[src/rtl/seg_pkg.sv]
// Shared constants for the 7-segment display engine: mode encoding, blank
// pattern, hex-to-segment table and FSM state type.
package seg_pkg;

   localparam logic [1:0] MODE_STATIC   = 2'd0;
   localparam logic [1:0] MODE_SCROLL_L = 2'd1;
   localparam logic [1:0] MODE_BLINK    = 2'd2;
   localparam logic [1:0] MODE_SCROLL_R = 2'd3;

   // Segment bit order {g,f,e,d,c,b,a}, 1 = lit
   localparam logic [6:0] SEG_BLANK = 7'h00;

   // Entry 15 first, entry 0 last
   localparam logic [15:0][6:0] SEG_TABLE = {
      7'h71, 7'h79, 7'h5E, 7'h39, 7'h7C, 7'h77, 7'h6F, 7'h7F,
      7'h07, 7'h7D, 7'h6D, 7'h66, 7'h4F, 7'h5B, 7'h06, 7'h3F
   };

   typedef enum logic [2:0] {
      StIdle,
      StStatic,
      StScrollL,
      StBlink,
      StScrollR
   } state_e;

endpackage

[src/rtl/hex_to_seg.sv]
// Combinational 4-bit hex code to 7-segment pattern decoder (active-high).
module hex_to_seg
   import seg_pkg::*;
(
   input  logic [3:0] code_i,
   output logic [6:0] seg_o
);

   // Table lookup
   always_comb begin
      seg_o = SEG_TABLE[code_i];
   end

endmodule

[src/rtl/seg_scroll_display.sv]
// N-digit 7-segment display engine with static, scroll-left, scroll-right and
// blink modes. Characters and mode are captured on load; scroll/blink advance
// on an internal tick divider. Segment outputs are registered.
module seg_scroll_display
   import seg_pkg::*;
#(
   parameter int unsigned N_DIG      = 4,
   parameter int unsigned TICK_DIV   = 4,
   parameter bit          ACTIVE_LOW = 1'b0
) (
   input  logic                   clk,
   input  logic                   rst_n,
   input  logic [4*N_DIG-1:0]     chars_i,
   input  logic [1:0]             mode_i,
   input  logic                   load_i,
   output logic [7*N_DIG-1:0]     seg_o,
   output logic [((N_DIG > 1) ? $clog2(N_DIG) : 1)-1:0] offset_o,
   output logic                   tick_o
);

   localparam int unsigned OW = (N_DIG > 1) ? $clog2(N_DIG) : 1;
   localparam int unsigned DW = $clog2(TICK_DIV);

   state_e                 state_q, state_d;
   logic [DW-1:0]          div_q, div_d;
   logic [OW-1:0]          off_q, off_d;
   logic                   phase_q, phase_d;
   logic [N_DIG-1:0][3:0]  chars_q, chars_d;
   logic [N_DIG-1:0][6:0]  seg_q, seg_d;
   logic [N_DIG-1:0][3:0]  rot_chars;
   logic [N_DIG-1:0][6:0]  dec;
   logic                   tick;
   logic                   blank;

   // State register
   always_ff @(posedge clk or negedge rst_n) begin
      if (!rst_n) state_q <= StIdle;
      else        state_q <= state_d;
   end

   // Next state: any state jumps to the mode-selected state on load
   always_comb begin
      state_d = state_q;
      if (load_i) begin
         case (mode_i)
            MODE_STATIC:   state_d = StStatic;
            MODE_SCROLL_L: state_d = StScrollL;
            MODE_BLINK:    state_d = StBlink;
            default:       state_d = StScrollR;
         endcase
      end
   end

   // FSM outputs: divider wrap pulse and display blanking
   always_comb begin
      tick  = (state_q != StIdle) && (div_q == DW'(TICK_DIV - 1));
      blank = (state_q == StIdle) || ((state_q == StBlink) && !phase_q);
   end

   // Datapath next state; load overrides a coincident tick
   always_comb begin
      chars_d = chars_q;
      div_d   = div_q;
      off_d   = off_q;
      phase_d = phase_q;
      if (load_i) begin
         chars_d = chars_i;
         div_d   = '0;
         off_d   = '0;
         phase_d = 1'b1;
      end else if (state_q != StIdle) begin
         div_d = tick ? '0 : div_q + DW'(1);
         if (tick) begin
            case (state_q)
               StScrollL: off_d = (off_q == OW'(N_DIG - 1)) ? '0 : off_q + OW'(1);
               StScrollR: off_d = (off_q == '0) ? OW'(N_DIG - 1) : off_q - OW'(1);
               StBlink:   phase_d = ~phase_q;
               default:   ;
            endcase
         end
      end
   end

   // Datapath registers
   always_ff @(posedge clk or negedge rst_n) begin
      if (!rst_n) begin
         chars_q <= '0;
         div_q   <= '0;
         off_q   <= '0;
         phase_q <= 1'b1;
         seg_q   <= {N_DIG{SEG_BLANK}};
      end else begin
         chars_q <= chars_d;
         div_q   <= div_d;
         off_q   <= off_d;
         phase_q <= phase_d;
         seg_q   <= seg_d;
      end
   end

   // Rotate mux: digit k shows char[(k + offset) mod N_DIG]
   always_comb begin
      rot_chars = '0;
      for (int k = 0; k < int'(N_DIG); k++) begin
         logic [OW:0] s;
         s = {1'b0, off_q} + (OW+1)'(k);
         if (s >= (OW+1)'(N_DIG)) s = s - (OW+1)'(N_DIG);
         rot_chars[k] = chars_q[s[OW-1:0]];
      end
   end

   for (genvar g = 0; g < int'(N_DIG); g++) begin : g_dec
      hex_to_seg u_dec (
         .code_i (rot_chars[g]),
         .seg_o  (dec[g])
      );
   end

   // Output stage input: decoded pattern or blank
   always_comb begin
      seg_d = blank ? {N_DIG{SEG_BLANK}} : dec;
   end

   assign seg_o    = seg_q ^ {(7 * N_DIG){ACTIVE_LOW}};
   assign offset_o = off_q;
   assign tick_o   = tick;

endmodule
[config.mk]
export PLATFORM = sky130hd
export DESIGN_NAME = seg_scroll_display
export DESIGN_NICKNAME = d
export VERILOG_FILES = /design/src/rtl/seg_pkg.sv /design/src/rtl/hex_to_seg.sv /design/src/rtl/seg_scroll_display.sv
export SDC_FILE = /design/constraint.sdc
export NUM_CORES = 1
export LEC_CHECK = 0
export ABC_AREA = 1
export BUFFER_PORTS_ARGS = -buffer_cell sky130_fd_sc_hd__buf_2
export CAP_MARGIN = 20
export CORE_MARGIN = 2
export CORE_UTILIZATION = 44
export DETAILED_ROUTE_END_ITERATION = 10
export MAX_ROUTING_LAYER = met4
export REMOVE_ABC_BUFFERS = 1
export SYNTH_ARGS = -nofsm -noshare
export SYNTH_HDL_FRONTEND = slang
export SYNTH_SLANG_ARGS = --single-unit
[constraint.sdc]
create_clock -name clk -period 2.7 [get_ports clk]
set_input_delay 0 -clock clk [delete_from_list [all_inputs] [get_ports clk]]
set_output_delay 0 -clock clk [all_outputs]
set_load 0.05 [all_outputs]
# Word level (Yosys, flattened, before mapping)
# Memories as Yosys holds them, arrays and structs flattened.
# Index checks and enable logic that the tools add are counted.
[totals] ff_bits=52 latchBits=0 ram_bits=0 romBits=448 memories=4
[classes] addsub=10 n_mul=0 div=0 magnitude_cmp=12 n_eq_ne=7 n_shift=0 mux=31 bitwise=1 reduce_logical=14
[mem_list] memory="(name not given)" depth=16 width=7 read_ports=1 rd_ports_with_merged_regs=0 write_ports=0 line_no="hex_to_seg.sv:11" source="seg_o = SEG_TABLE[code_i];"
[mem_list] memory="(name not given)" depth=16 width=7 read_ports=1 rd_ports_with_merged_regs=0 write_ports=0 line_no="hex_to_seg.sv:11"
[mem_list] memory="(name not given)" depth=16 width=7 read_ports=1 rd_ports_with_merged_regs=0 write_ports=0 line_no="hex_to_seg.sv:11"
[mem_list] memory="(name not given)" depth=16 width=7 read_ports=1 rd_ports_with_merged_regs=0 write_ports=0 line_no="hex_to_seg.sv:11"
[op_table] cell="$bmux W4 S2" n=4
[op_table] cell="$mux W28" n=1
[op_table] cell="$mux W7" n=4
[op_table] cell="$mux W2" n=12
[op_table] cell="$lt A4 B5 Y1 const B" n=4
[op_table] cell="$mux W4" n=4
[op_table] cell="$lt A2 B3 Y1 const B" n=4
[op_table] cell="$sub A2 B1 Y2 const B" n=5
[op_table] cell="$ge A3 B3 Y1 const B" n=3
[op_table] cell="$pmux W3 S3" n=1
[op_table] cell="$add A2 B2 Y3 const B" n=2
[op_table] cell="$eq A2 B2 Y1 const B" n=3
[op_table] cell="$eq A3 B2 Y1 const B" n=2
[op_table] cell="$reduce_and A3 Y1" n=2
[op_table] cell="$reduce_bool A2 Y1" n=3
[op_table] cell="$reduce_bool A3 Y1" n=2
[op_table] cell="$add A2 B1 Y2 const B" n=2
[op_table] cell="$logic_not A2 Y1" n=2
[op_table] cell="$mux W1" n=4
[op_table] cell="$pmux W2 S2" n=1
[op_table] cell="$add A2 B1 Y3 const B" n=1
[op_table] cell="$eq A3 B3 Y1 const B" n=1
[op_table] cell="$ge A2 B3 Y1 const B" n=1
[op_table] cell="$logic_not A3 Y1" n=1
[op_table] cell="other kinds (5)" n=6

# Depth between registers and ports, before layout
[depth] depth_word=8 ltp_mapped=14 ltp_nobuf=12

# Cells and area by module
# Synthesis repeated with hierarchy kept, for this count alone.
[unflattened] hier_cells=501 area_unflattened_um2=3498.4
[by_module_without_submodules] module="seg_scroll_display" instances=1 cells_per_inst=293 area_per_inst_um2=2411.1 seq_area_each_um2=1302.5
[by_module_without_submodules] module="hex_to_seg at g_dec[0].u_dec ..." instances=3 cells_per_inst=52 area_per_inst_um2=270.3 seq_area_each_um2=0.0
[by_module_without_submodules] module="hex_to_seg at g_dec[2].u_dec" instances=1 cells_per_inst=52 area_per_inst_um2=276.5 seq_area_each_um2=0.0

# Worst setup path before layout
# No wires, ideal clock.
[synth_path] path_kind="reg-to-reg" from="reg off_q[0], in the netlist offset_o[0]" to="reg seg_q (netlist bit seg_o[24])" setup_ps=71 t_arrival_ps=2436 required_time_ps=2629 slack_ps=193 path_stages_with_launch=15 period_less_slack_ps=2507 cell_sequence="dfrtp_1 -> inv_2 -> buf_6 -> ha_1 -> inv_1 -> buf_2 -> nand3_1 -> nand2_1 -> inv_1 -> ha_1 -> inv_1 -> nand2_1 -> nand3_1 -> nand2_1 -> nor2_1"
[synth_lines] element="from (decl)" line_no="seg_scroll_display.sv:26" source="logic [OW-1:0] off_q, off_d;"
[synth_lines] element="from (signal assigned)" line_no="seg_scroll_display.sv:89" source="off_q <= '0;"
[synth_lines] element="from (signal assigned)" line_no="seg_scroll_display.sv:95" source="off_q <= off_d;"
[synth_lines] element="to (signal assigned)" line_no="seg_scroll_display.sv:91" source="seg_q <= {N_DIG{SEG_BLANK}};"
[synth_lines] element="to (signal assigned)" line_no="seg_scroll_display.sv:97" source="seg_q <= seg_d;"
[synth_lines] element="to (decl)" line_no="seg_scroll_display.sv:29" source="logic [N_DIG-1:0][6:0] seg_q, seg_d;"

==> results.cfg <==
[clocking]
cts_root_buf = clkbuf_8
clockBufferDepth = 2
htreeDepth = 2
cts-buffers-inserted = 5
path_clk_slew_ns = 0.09
cts_sinks = 52
cts_resized = 0
cts_tree = built
worstSkewPairLatency_ns = 0.31

[detailed_routing]
vias_per_cell = 4.88
first_pass_iters = 5
wl_per_cell_um = 11.5
drtAntennaViolNets = 0
dr_wl_met3_um = 310
drcViolationCount = 0
wl_met2_um = 3400
wl_um = 7300
highest_layer = met4
wl_met1_um = 3470
dr.first_iter.drc_count = 139
vias = 3101

[grt]
gr-total-overflow = 0
grt_max_degree = 29
grt_pass1_vias = 2917
antenna_found_initial = 0
grt_pass1_wl_um = 13200
grtUsageTotal_pct = 19.6

[logic_synthesis]
synth_commonest_cells = nand2_1 (165), nor2_1 (62), dfrtp_1 (51)
synth_seq_cells = 52
synth.area.top_cells = dfrtp_1 (38%), nand2_1 (18%), ha_1 (11%), nand3_1 (7.1%), nor2_1 (6.9%)
yosysTopAreaCell = dfrtp_1
postSynthAreaPerCell_um2 = 7.23
async_reset_ff_share_pct = 100
syn-instance-count = 467
synth.most_common_cell = nand2_1
synth_warnings = 0
netlist_area_um2 = 3380
synth.yosys.seq_area_share_pct = 38.6
synth_flop_cell = dfrtp_1
netlist-cell-type-count = 27
synth_top_area_share_pct = 37.8
synth_edf_count = 0

[power]
p_leak_nw = 2.19
ir_drop_mv = 0.401
pwr_density_cell_nw_per_um2 = 1090
p_total_mw = 4.37

[status]
outcome = finished, final reports clean

[final_layout]
fin_cells = 636
ff_latch_area_um2 = 1300
antenna_cells = 0
postLayoutCoreUtil_pct = 54.6
area_growth_pct = 18.5
n_fill_cell = 709
fin_nets = 586
drive_gt1_share_pct = 16.9
multi_input_comb_area_um2 = 1870

[floorplan]
rows = 31
pin_count = 52
die_w_um = 91.6
initial_utilization_pct = 46.0
core-area_um2 = 7330
fp.dieH_um = 91.6
dieArea_um2 = 8390

[placed_design]
placedCellCount = 611
place_hpwl_um = 5320
gp_congestion = 0.847
io_buffers = 51

[timing]
fmax_ghz = 0.454
worst_slew_pin_slew_ns = 0.630
maxSlewHeadroom_pct = 57.9
setup_viol = 0
timing.final.crit_period_ns = 2.20
skew_ns = 0.0148
rsz0062_at_grt = false
slew_viol_final = 0
finalHoldViolCount = 0
fin_crit_sh_pct = 81.6

[setup_path]
crit_chain = inv_2 -> ha_1 -> inv_1 -> nand3_1 -> nand2_1 -> inv_1 -> ha_1 -> inv_1 -> nand2_1 -> nand3_1 -> nand2_1 -> nor2_1
cp_slowest_cell = dfrtp_1
worstSetupPathType = reg -> reg
crit_arrival_ns = 2.44
max_stage_delay_ns = 0.39
crit_path_end_kind = flop
required_ns = 2.94
r2r_cells = 12
crit_fanout = 11
start_kind = flop

[hold_path]
hold_path.class = in -> reg
hold_depth = 3

[job]
cap_violations = 0
[flip-flops by register name, summed over array words and instances, names as in the netlist]
| name | count |
|---|---|
| chars_q | 16 |
| seg_o | 28 |
| state_q | 3 |
| div_q | 2 |
| offset_o | 2 |
| phase_q | 1 |
[logic make-up (layout without fill, tap and decap cells)]
group / Yosys count / in the layout / share of synthesized area [%]
AND/OR/NAND/NOR: 297 / 297 / 38.0
AO/OA/AOI/OAI: 40 / 40 / 6.38
adder cells (fa/ha/maj): 29 / 29 / 10.7
XOR/XNOR: 1 / 1 / 0.259
buffers and inverters: 48 / 118 / 6.04
flip-flops: 52 / 52 / 38.6
[metrics by stage]
step	hold WS (ns)	cell area (µm²)	setup WS, ns	TNS [ns]
3_5_place_dp	0.0338	3730	0.525	0
5_1_grt	0.0597	4000	0.294	0
2_1_floorplan	-0.296	3310	-0.251	-2.87
3_3_place_gp	0.0358	3730	0.617	0
6_report	0.0559	4000	0.497	0
4_1_cts	0.0470	4000	0.490	0
[worst paths after layout]
kind | slack (ns) | end | startpoint
worst min register to register | 0.49 | phase_q$_DFFE_PN1P_ | phase_q$_DFFE_PN1P_
worst max-delay path | 0.50 | seg_o[21]$_DFF_PN0_ | offset_o[1]$_DFFE_PN0P_
max in group asynchronous | 1.70 | phase_q$_DFFE_PN1P_ | rst_n
min in group asynchronous | 0.21 | seg_o[0]$_DFF_PN0_ | rst_n
worst min-delay path | 0.06 | state_q[0]$_DFFE_PN0P_ | mode_i[0]
worst max register to register | 0.50 | seg_o[21]$_DFF_PN0_ | offset_o[1]$_DFFE_PN0P_
[repair_timing]
item	4_1_cts	5_1_grt
setup endpoints to repair	0	0
buffers inserted	0	0
endpoints found under the hold margin	42	0
hold buffers	17	0
[power breakdown]
group | internal (mW) | switching [mW] | leakage (nW) | total, mW
Sequential | 1.03 | 0.0686 | 0.628 | 1.10
Clock | 0.234 | 0.246 | 0.0515 | 0.480
Combinational | 0.749 | 2.05 | 1.51 | 2.80
Total | 2.01 | 2.36 | 2.19 | 4.37
[routing by layer]
metal,vias to the layer above,GRT usage (%)
met5,-,-
met2,65,31.1
met4,0,7.70
met1,1404,25.2
met3,12,3.15
li1,1620,-
[critical path, delay by kind of cell (launching register included)]
family        cells  cell delay (ns)
simple gates      6             0.62
buf+inv           4             0.60
fa+ha+maj         2             0.51
flops             1             0.39
[cell usage in the layout (no fill, tap or decap), types with 2 or more instances in the layout]
cell type      count
dfrtp_1           51
nand3_2            8
clkbuf_8           7
a21oi_1           10
buf_4              6
nand2_4            3
nand3_1           48
inv_1             27
nor2_1            62
o21ai_0           20
nand2_1          165
nor3_1             2
ha_1              29
o21ai_1            5
dlygate4sd3_1     17
o21ai_2            2
nand3b_1           4
inv_2              8
nand2_2            4
buf_2             51
[layout make-up]
class / count / area share [%]
Inverter: 36 / 3.38
Sequential cell: 52 / 32.6
Tap cell: 99 / 3.10
Timing Repair Buffer: 74 / 11.8
Clock buffer: 8 / 2.50
Multi-Input combinational cell: 367 / 46.7
Note: power is estimated with default switching activity, not from simulation.
